`src/rtl/serial_adder_pkg.sv`:
```
// Shared constants for the bit-serial adder: FSM encoding, default width and
// the helper that sizes the bit counter.
package serial_adder_pkg;

    localparam int DEFAULT_WIDTH = 8;

    localparam logic [1:0] ST_IDLE = 2'd0;
    localparam logic [1:0] ST_ADD  = 2'd1;
    localparam logic [1:0] ST_DONE = 2'd2;

    // ceil(log2(w)), never below 1 so the counter always has at least one bit
    function automatic int cnt_width(input int w);
        int r;
        r = 0;
        while ((1 << r) < w) begin
            r = r + 1;
        end
        return (r < 1) ? 1 : r;
    endfunction

endpackage

```
`src/rtl/full_adder_bit.sv`:
```
// Combinational 1-bit full-adder slice shared by every bit step of the serial adder.
module full_adder_bit (
    input  logic x,
    input  logic y,
    input  logic cin,
    output logic res,
    output logic cout
);

    logic half_sum;

    assign half_sum = x ^ y;
    assign res      = half_sum ^ cin;
    assign cout     = (x & y) | (cin & half_sum);

endmodule

```
`src/rtl/serial_adder_ctrl.sv`:
```
// Bit-serial WIDTH-bit adder: one full-adder slice, one bit per clock, LSB first.
// Optional signed-overflow output enabled by defining SERIAL_ADDER_OVF_EN.
module serial_adder_ctrl
    import serial_adder_pkg::*;
#(
    parameter int WIDTH = DEFAULT_WIDTH
) (
    input  logic             clk,
    input  logic             rst_n,
    input  logic             start,
    input  logic [WIDTH-1:0] a,
    input  logic [WIDTH-1:0] b,
    input  logic             cin,
    output logic             busy,
    output logic             done,
    output logic [WIDTH-1:0] sum,
    output logic             cout
`ifdef SERIAL_ADDER_OVF_EN
    ,
    output logic             ovf
`endif
);

    localparam int CW = cnt_width(WIDTH);
    localparam logic [CW-1:0] LAST_BIT = CW'(WIDTH - 1);

    logic [1:0]       state_q, state_d;
    logic [WIDTH-1:0] a_sh_q, a_sh_d;
    logic [WIDTH-1:0] b_sh_q, b_sh_d;
    logic [WIDTH-1:0] acc_q, acc_d;
    logic [WIDTH-1:0] sum_q, sum_d;
    logic [CW-1:0]    cnt_q, cnt_d;
    logic             carry_q, carry_d;
    logic             cout_q, cout_d;
`ifdef SERIAL_ADDER_OVF_EN
    logic             ovf_q, ovf_d;
`endif

    logic fa_res;
    logic fa_cout;

    full_adder_bit u_slice (
        .x    (a_sh_q[0]),
        .y    (b_sh_q[0]),
        .cin  (carry_q),
        .res  (fa_res),
        .cout (fa_cout)
    );

    always_comb begin
        state_d = state_q;
        a_sh_d  = a_sh_q;
        b_sh_d  = b_sh_q;
        acc_d   = acc_q;
        sum_d   = sum_q;
        cnt_d   = cnt_q;
        carry_d = carry_q;
        cout_d  = cout_q;
`ifdef SERIAL_ADDER_OVF_EN
        ovf_d   = ovf_q;
`endif
        case (state_q)
            // DONE accepts a new request exactly like IDLE for back-to-back adds
            ST_IDLE, ST_DONE: begin
                if (start) begin
                    a_sh_d  = a;
                    b_sh_d  = b;
                    carry_d = cin;
                    acc_d   = '0;
                    cnt_d   = '0;
                    state_d = ST_ADD;
                end else begin
                    state_d = ST_IDLE;
                end
            end
            ST_ADD: begin
                a_sh_d  = a_sh_q >> 1;
                b_sh_d  = b_sh_q >> 1;
                carry_d = fa_cout;
                acc_d   = {fa_res, acc_q[WIDTH-1:1]};
                if (cnt_q == LAST_BIT) begin
                    // visible result changes only here; carry_q is the carry into the MSB
                    sum_d   = {fa_res, acc_q[WIDTH-1:1]};
                    cout_d  = fa_cout;
`ifdef SERIAL_ADDER_OVF_EN
                    ovf_d   = carry_q ^ fa_cout;
`endif
                    state_d = ST_DONE;
                end else begin
                    cnt_d = cnt_q + CW'(1);
                end
            end
            default: begin
                state_d = ST_IDLE;
            end
        endcase
    end

    always_ff @(posedge clk or negedge rst_n) begin
        if (!rst_n) begin
            state_q <= ST_IDLE;
            a_sh_q  <= '0;
            b_sh_q  <= '0;
            acc_q   <= '0;
            sum_q   <= '0;
            cnt_q   <= '0;
            carry_q <= 1'b0;
            cout_q  <= 1'b0;
`ifdef SERIAL_ADDER_OVF_EN
            ovf_q   <= 1'b0;
`endif
        end else begin
            state_q <= state_d;
            a_sh_q  <= a_sh_d;
            b_sh_q  <= b_sh_d;
            acc_q   <= acc_d;
            sum_q   <= sum_d;
            cnt_q   <= cnt_d;
            carry_q <= carry_d;
            cout_q  <= cout_d;
`ifdef SERIAL_ADDER_OVF_EN
            ovf_q   <= ovf_d;
`endif
        end
    end

    assign busy = (state_q == ST_ADD);
    assign done = (state_q == ST_DONE);
    assign sum  = sum_q;
    assign cout = cout_q;
`ifdef SERIAL_ADDER_OVF_EN
    assign ovf  = ovf_q;
`endif

endmodule
```
`config.mk`:
```
export PLATFORM = sky130hd
export DESIGN_NAME = serial_adder_ctrl
export DESIGN_NICKNAME = d
export VERILOG_FILES = /design/src/rtl/serial_adder_pkg.sv /design/src/rtl/full_adder_bit.sv /design/src/rtl/serial_adder_ctrl.sv
export SDC_FILE = /design/constraint.sdc
export NUM_CORES = 1
export LEC_CHECK = 0
export BUFFER_PORTS_ARGS = -buffer_cell sky130_fd_sc_hd__buf_2
export CAP_MARGIN = 20
export CORE_AREA = 5 5 76 78
export CTS_BUF_LIST = sky130_fd_sc_hd__clkbuf_4 sky130_fd_sc_hd__clkbuf_8
export CTS_CLUSTER_DIAMETER = 120
export CTS_CLUSTER_SIZE = 8
export DETAILED_ROUTE_END_ITERATION = 6
export DIE_AREA = 0 0 81 83
export PLACE_DENSITY = 0.68
export REMOVE_ABC_BUFFERS = 1
export SYNTH_ARGS = -nofsm -noshare
export SYNTH_HDL_FRONTEND = slang
export SYNTH_SLANG_ARGS = --single-unit
```
`constraint.sdc`:
```
create_clock -name clk -period 3.7 [get_ports clk]
set_input_delay 1.11 -clock clk [delete_from_list [all_inputs] [get_ports clk]]
set_output_delay 1.11 -clock clk [all_outputs]
set_load 0.01 [all_outputs]
```
# Word-level counts from Yosys, hierarchy flattened
# Cells that the tools add are included.
[word_totals] latchBits=0 mem_bits_rw=0 romBits=0 ff_bits=39 input_bits=20 wordCells=40 n_memories=0 out_inout_bits=11
[op_classes] n_eq_ne=6 n_reduce_logical=6 shift=0 multipliers=0 magnitude_cmp=0 n_mux=14 bitwise_logic=5 n_addsub=1 n_div=0
[op_table] cell="$pmux W8 S2" count=3
[op_table] cell="$mux W8" count=3
[op_table] cell="$mux W3" count=2
[op_table] cell="$pmux W3 S2" count=1
[op_table] cell="$ne A2 B2 Y1 const B" count=2
[op_table] cell="$pmux W2 S2" count=1
[op_table] cell="$reduce_and A2 Y1" count=2
[op_table] cell="$add A3 B1 Y3 const B" count=1
[op_table] cell="$eq A3 B3 Y1 const B" count=1
[op_table] cell="$reduce_and A3 Y1" count=1
[op_table] cell="$and A1 B1 Y1" count=2
[op_table] cell="$eq A2 B1 Y1 const B" count=1
[op_table] cell="$eq A2 B2 Y1 const B" count=1
[op_table] cell="$logic_not A2 Y1" count=1
[op_table] cell="$mux W1" count=2
[op_table] cell="$mux W2" count=1
[op_table] cell="$ne A2 B1 Y1 const B" count=1
[op_table] cell="$pmux W1 S2" count=1
[op_table] cell="$reduce_bool A2 Y1" count=1
[op_table] cell="$reduce_or A2 Y1" count=1
[op_table] cell="$xor A1 B1 Y1" count=2
[op_table] cell="$or A1 B1 Y1" count=1

# Depth between registers and ports, before layout
# Gate-level depths: netlist (run 1).
[logic_depth] word_depth=4 depth_mapped=5 ltp_nobuf=5

# By module
# A second synthesis (run 1) with hierarchy kept.
[unflattened] cells_unflattened=159 hier_area_um2=1903.1
[by_module_without_submodules] mod="serial_adder_ctrl" cells_per_inst=158 area_each_um2=1883.1 instances=1 seq_area_each_um2=950.9
[by_module_without_submodules] mod="full_adder_bit" cells_per_inst=1 area_each_um2=20.0 instances=1 seq_area_each_um2=0.0

# Worst setup path before layout (run 1)
# Ideal clock, no wire load.
[synth_path] kind="reg-to-output" from="register state_q[1]" to="output port done" t_required_ns=2.590 stages_incl_launch_ff=5 path_buffers=3 setup_slack_ns=1.619 arrival_time_ns=0.971 cell_sequence="dfrtp_1 buf_6 buf_8 buf_6 nor2b_1"
[synth_between] elab_chain_cells=1
[synth_rtl] element="from (decl)" line="serial_adder_ctrl.sv:27" source="logic [1:0] state_q, state_d;"
[synth_rtl] element="from (signal assigned)" line="serial_adder_ctrl.sv:113" source="state_q <= state_d;"
[synth_rtl] element="$eq A2 B2 Y1" line="serial_adder_ctrl.sv:128" source="assign done = (state_q == ST_DONE);"
[synth_rtl] element="to (decl)" line="serial_adder_ctrl.sv:15" source="output logic done,"
# Every way passes these cells.

# Final worst setup path (run 1)
[layout_path] from="register state_q[0]" to="output port done"
# Same word-level chain as after synthesis.

==> impl_metrics.ini, run 1 <==
[worst_setup_path]
cp.arrival_ns = 1.42
path_class = flip-flop to output pin
cp.depth = 3
path_delay_family = flip-flops
crit_path_start_kind = flip-flop
critPathRequiredTime_ns = 2.59
worstPathMaxFanout = 17
crit_chain = buf_4 -> nor2b_1 -> buf_2
critPathSlowestCell = dfrtp_1
max_stage_delay_ns = 0.64
rr_worst_depth = 3
crit_buf_inv = 2
endpoint_kind = output pin

[cells_and_area]
num_antenna_cells = 0
fin_nets = 212
num-fill-cells = 502
syn_to_final_growth_pct = 13.6
stdcell_count = 259
drive_gt1_share_pct = 31.2

[routing]
drt_wl_total_mm = 3.37
ant_nets = 0
drt-pass1-iter-count = 4
vias = 1289
drt_iter0_markers = 36
avgViaCountPerCell = 4.98
wire_per_inst_um = 13.0
remaining_drc_errors = 0

[cts]
cts_setup_buffers = 0
numCtsBuffers = 5
clk_path_buf_depth = 2
cts_hold_buf = 0
cts_tree = built
htree_levels = 2
cts_sinks = 38
cts_root_buf = clkbuf_8
clkTransAtPathRegs_ns = 0.07
clock_latency_ns = 0.28
cts_resized = 0

[logic_synthesis]
synth_warnings = 0
synth_top_cell_by_area = dfrtp_1
synth_edf_count = 0
ys_top_cells_by_count = dfrtp_1, mux2i_1, mux2_2, a211oi_1, a21oi_1
synth_top_cell_area_share_pct = 49.8
yosysMostFrequentCell = dfrtp_1
async_flop_share_pct = 100
synthFlopType = dfrtp_1
synth_area_leaders = dfrtp_1, mux2_2, mux2i_1
netlist_instances = 161
ys_seq_area_share_pct = 49.8
yosysUniqueCellTypes = 24
synth_area_mm2 = 0.00191
syn_avg_cell_area_um2 = 11.9
synth_seq_cells = 38

[sta]
tightest_slew_ns = 0.827
relSlewSlack_pct = 44.9
skew_ns = 0.00398
finalMaxSlewViolations = 0
setup_violations = 0
fin_ws_ns = 1.17
holdWs_ns = 0.486
fmaxAchievable_mhz = 395
period_minus_slack_ns = 2.53
min_period_over_period_pct = 68.5
fin_tns_setup_ns = 0
hold_viol = 0
grt_setup_unrepaired = false

[global_route]
track_usage_pct = 10.8
grt_first_pass_wirelength_mm = 5.78
grt_pass1_vias = 1240
antenna_found_initial = 0
grt_overflow = 0
grt_max_degree = 39

[job]
cap_violations = 0

[power]
power_frac_clock_pct = 16.4
power.leakage_uw = 0.000971
combPwrFrac_pct = 37.6
p_switching_uw = 565
peakVddDrop_mv = 0.292
power_density_mw_per_mm2 = 770
seq_power_share_pct = 46.0
p_sw_share_pct = 33.8
p_int_uw = 1110

[floorplan]
initial_core_util_pct = 38.1
die_w_um = 81
num_rows = 26
core_area_mm2 = 0.00501
die-area_mm2 = 0.00672
fp.dieH_um = 83
ios = 31

[placed_design]
port_buffers = 30
gp_congestion = 0.712
dp_hpwl_mm = 2.33
pre_cts_ws_ns = 1.43
dp.cells = 252

[worst_hold_path]
min_path_type = flip-flop to flip-flop
min_path_cells = 1

[run_status]
status = finished, final reports clean
-- sequential cells by signal, indices dropped and copies added, names as in the netlist --
register / count
cnt_q: 3
sum: 8
acc_q: 7
carry_q: 1
a_sh_q: 8
state_q: 2
b_sh_q: 8
cout: 1
-- placed cells by master (no fill, tap or decap), drive strengths merged, types with 4 or more instances in the layout --
cell type  netlist  routed
buf              9      33
nand2            7       7
a21oi           15      15
mux2            17      17
clkbuf           3       7
a22o             6       6
nand3            4       4
a211oi          15      15
mux2i           18      18
nor2b           14      14
dfrtp           38      38
-- metal layers --
| layer | vias up | global-route usage, % | part of all wire (%) |
|---|---|---|---|
| met4 | 0 | 3.07 | 0.92 |
| met3 | 4 | 3.46 | 5.9 |
| met5 | - | 0 | 0 |
| li1 | 640 | - | - |
| met2 | 30 | 16.3 | 46 |
| met1 | 615 | 14.7 | 47 |
-- metrics by stage --
| stage | total power, uW | utilization, % | cell area [um2] |
|---|---|---|---|
| global route | 1820 | 43.3 | 2170 |
| floorplan | 1220 | - | 1830 |
| finish | 1670 | 43.3 | 2170 |
| CTS | 1700 | 43.3 | 2170 |
| detailed placement | 1420 | 41.7 | 2090 |
| global placement | 1400 | 41.7 | 2090 |
-- cell families (layout without fill, tap and decap cells) --
family          Yosys count  count (layout)  share of synthesized area, %
compound gates           41              41                          14.1
fa+ha+maj                 3               3                          2.36
buf+inv                  13              41                          4.58
flops                    38              38                          49.8
mux                      35              35                          19.4
simple gates             31              31                          9.69
-- final cells by class --
class / count / area, um2 / area share [%]
inverter: 1 / 3.75 / 0.173
multi-input combinational: 110 / 872 / 40.2
tap: 70 / 87.6 / 4.03
sequential: 38 / 951 / 43.8
clock buffer: 7 / 83.8 / 3.86
timing repair buffer: 33 / 173 / 7.95
-- power by group through the flow --
stage | combinational [uW] | clock (uW) | sequential, uW
after global routing | 715 | 301 | 802
after global placement | 628 | 0 | 772
final | 628 | 275 | 769
after floorplan | 436 | 0 | 789
after detailed placement | 641 | 0 | 780
after CTS | 644 | 286 | 774
-- path summary, 6_finish.rpt --
check                            from         to  slack, ns
max in group asynchronous       rst_n  b_sh_q[3]       2.25
min in group asynchronous       rst_n     sum[1]       0.92
setup / recovery           state_q[0]       done       1.17
setup reg to reg           state_q[1]   acc_q[5]       1.86
hold reg to reg              cnt_q[0]   cnt_q[0]       0.49
hold / removal               cnt_q[0]   cnt_q[0]       0.49
(Power assumes the default switching activity.)
==> inputs of run 2 (changes only) <==
--- a/config.mk
+++ b/config.mk
@@ -13,7 +13,7 @@
 export CTS_CLUSTER_SIZE = 8
 export DETAILED_ROUTE_END_ITERATION = 6
 export DIE_AREA = 0 0 81 83
-export PLACE_DENSITY = 0.68
+export PLACE_DENSITY = 0.7
 export REMOVE_ABC_BUFFERS = 1
 export SYNTH_ARGS = -nofsm -noshare
 export SYNTH_HDL_FRONTEND = slang
==> constraint.sdc (replaced) <==
create_clock -name clk -period 2.05 [get_ports clk]
set_input_delay 0.615 -clock clk [delete_from_list [all_inputs] [get_ports clk]]
set_output_delay 0.615 -clock clk [all_outputs]
set_load 0.01 [all_outputs]
==> run 2 against run 1 <==
Compared with the run above: worst hold slack got worse by 0.24 ns; combinational power increased by 89%; sequential share of layout area decreased by 1.2 points; non-clock buffer count increased by 3; flip-flop and latch count unchanged; clock power increased by 120%; sequential power increased by 74%; global-route usage increased by 0.67 points; final cell count increased by 1.5%; die area unchanged.
==> impl_metrics.ini, run 2 (same netlist as run 1, synthesis figures left out) <==
[run_status]
status = finished, final reports clean

[sta]
tightest_slew_ns = 0.570
fmaxAchievable_mhz = 609
fin_ws_ns = 0.408
hold_viol = 0
period_minus_slack_ns = 1.64
fin_tns_setup_ns = 0
skew_ns = 0.00210
finalMaxSlewViolations = 0
relSlewSlack_pct = 61.9
setup_violations = 0
min_period_over_period_pct = 80.1
grt_setup_unrepaired = false
holdWs_ns = 0.250

[power]
power_density_mw_per_mm2 = 1400
power.leakage_uw = 0.00100
p_switching_uw = 1030
power_frac_clock_pct = 19.0
peakVddDrop_mv = 0.576
p_int_uw = 2090
seq_power_share_pct = 42.9
p_sw_share_pct = 33.1
combPwrFrac_pct = 38.1

[placed_design]
dp.cells = 255
gp_congestion = 0.723
port_buffers = 30
dp_hpwl_mm = 2.43
pre_cts_ws_ns = 0.343

[cts]
htree_levels = 2
clkTransAtPathRegs_ns = 0.07
clock_latency_ns = 0.29
cts_setup_buffers = 0
cts_resized = 0
numCtsBuffers = 5
cts_hold_buf = 0
cts_sinks = 38
clk_path_buf_depth = 2
cts_root_buf = clkbuf_8
cts_tree = built

[worst_setup_path]
cp.arrival_ns = 1.03
r2r-start = cnt_q[0]
regToRegEndpoint = cnt_q[0]
endpoint_kind = output pin
reg2reg_slack_ns = 0.50
crit_path_start_kind = flip-flop
rr_worst_depth = 5
path_class = flip-flop to output pin
crit_start = state_q[1]
critPathRequiredTime_ns = 1.43
worstPathMaxFanout = 4

[cells_and_area]
stdcell_count = 263
drive_gt1_share_pct = 32.6
layout_commonest_cell = dfrtp_1
num_antenna_cells = 0
final_util_pct = 44.6
fin_nets = 215
final_cell_mix = dfrtp_1, buf_2, mux2i_1, mux2_2
syn_to_final_growth_pct = 16.8

[routing]
drt_iter0_markers = 25
avgViaCountPerCell = 4.90
vias = 1289
drt-pass1-iter-count = 4
wire_per_inst_um = 13.2
remaining_drc_errors = 0
ant_nets = 0
drt_wl_total_mm = 3.48

[floorplan]
num_rows = 26
core_area_mm2 = 0.00501
die-area_mm2 = 0.00672
fp.dieH_um = 83
ios = 31
die_w_um = 81
initial_core_util_pct = 38.1

[global_route]
grt_pass1_vias = 1269
grt_first_pass_wirelength_mm = 5.98
antenna_found_initial = 0
grt_overflow = 0
track_usage_pct = 11.4
grt_max_degree = 30

[job]
cap_violations = 0

[worst_hold_path]
min_path_type = input pin to asynchronous set/reset pin
run 2: changes by cell type in the layout (fill, tap and decap cells not counted):
cell,before,now
buf_12,0,1
buf_4,3,5
clkbuf_4,2,0
clkbuf_8,5,8
run 2: per-stage QoR:
stage / total power (uW) / area [um2]
5_1_grt: 3400 / 2230
4_1_cts: 3180 / 2230
6_report: 3120 / 2230
3_5_place_dp: 2570 / 2120
2_1_floorplan: 2210 / 1830
3_3_place_gp: 2520 / 2120
run 2: final cells by class:
type                       instances  area (um2)
multi-input combinational        110         872
sequential                        38         951
inverter                           1        3.75
clock buffer                       8         110
fill                             490        2780
tap                               70        87.6
timing repair buffer              36         208
run 2: power groups by stage:
stage / sequential [uW] / clock (uW) / combinational (uW)
after floorplan: 1420 / 0 / 786
after CTS: 1340 / 619 / 1220
after global routing: 1390 / 658 / 1340
after global placement: 1350 / 0 / 1180
after detailed placement: 1360 / 0 / 1210
final: 1340 / 592 / 1190
run 2: routing by layer:
| layer | GRT usage (%) | vias to the layer above | routed length, um |
|---|---|---|---|
| met2 | 16.8 | 32 | 1550 |
| met5 | 0 | - | 0 |
| li1 | - | 648 | - |
| met3 | 3.68 | 11 | 184 |
| met1 | 14.5 | 598 | 1620 |
| met4 | 6.61 | 0 | 117 |
run 2: how the worst max path moves through the flow:
| stage | endpoint | slack, ns | depth (start not counted) |
|---|---|---|---|
| after floorplan | busy | 0.05 | 1 |
| after global placement | b_sh_q[1] | 0.38 | 5 |
| after global routing | done | 0.33 | 2 |
| after detailed placement | carry_q | 0.34 | 5 |
| after CTS | done | 0.38 | 2 |
| final | done | 0.41 | 2 |
run 2: worst max-delay path, cell delays in order, from the launching register on:
cell	delay, ns
dfrtp_1	0.42
nor2b_1	0.17
buf_2	0.15
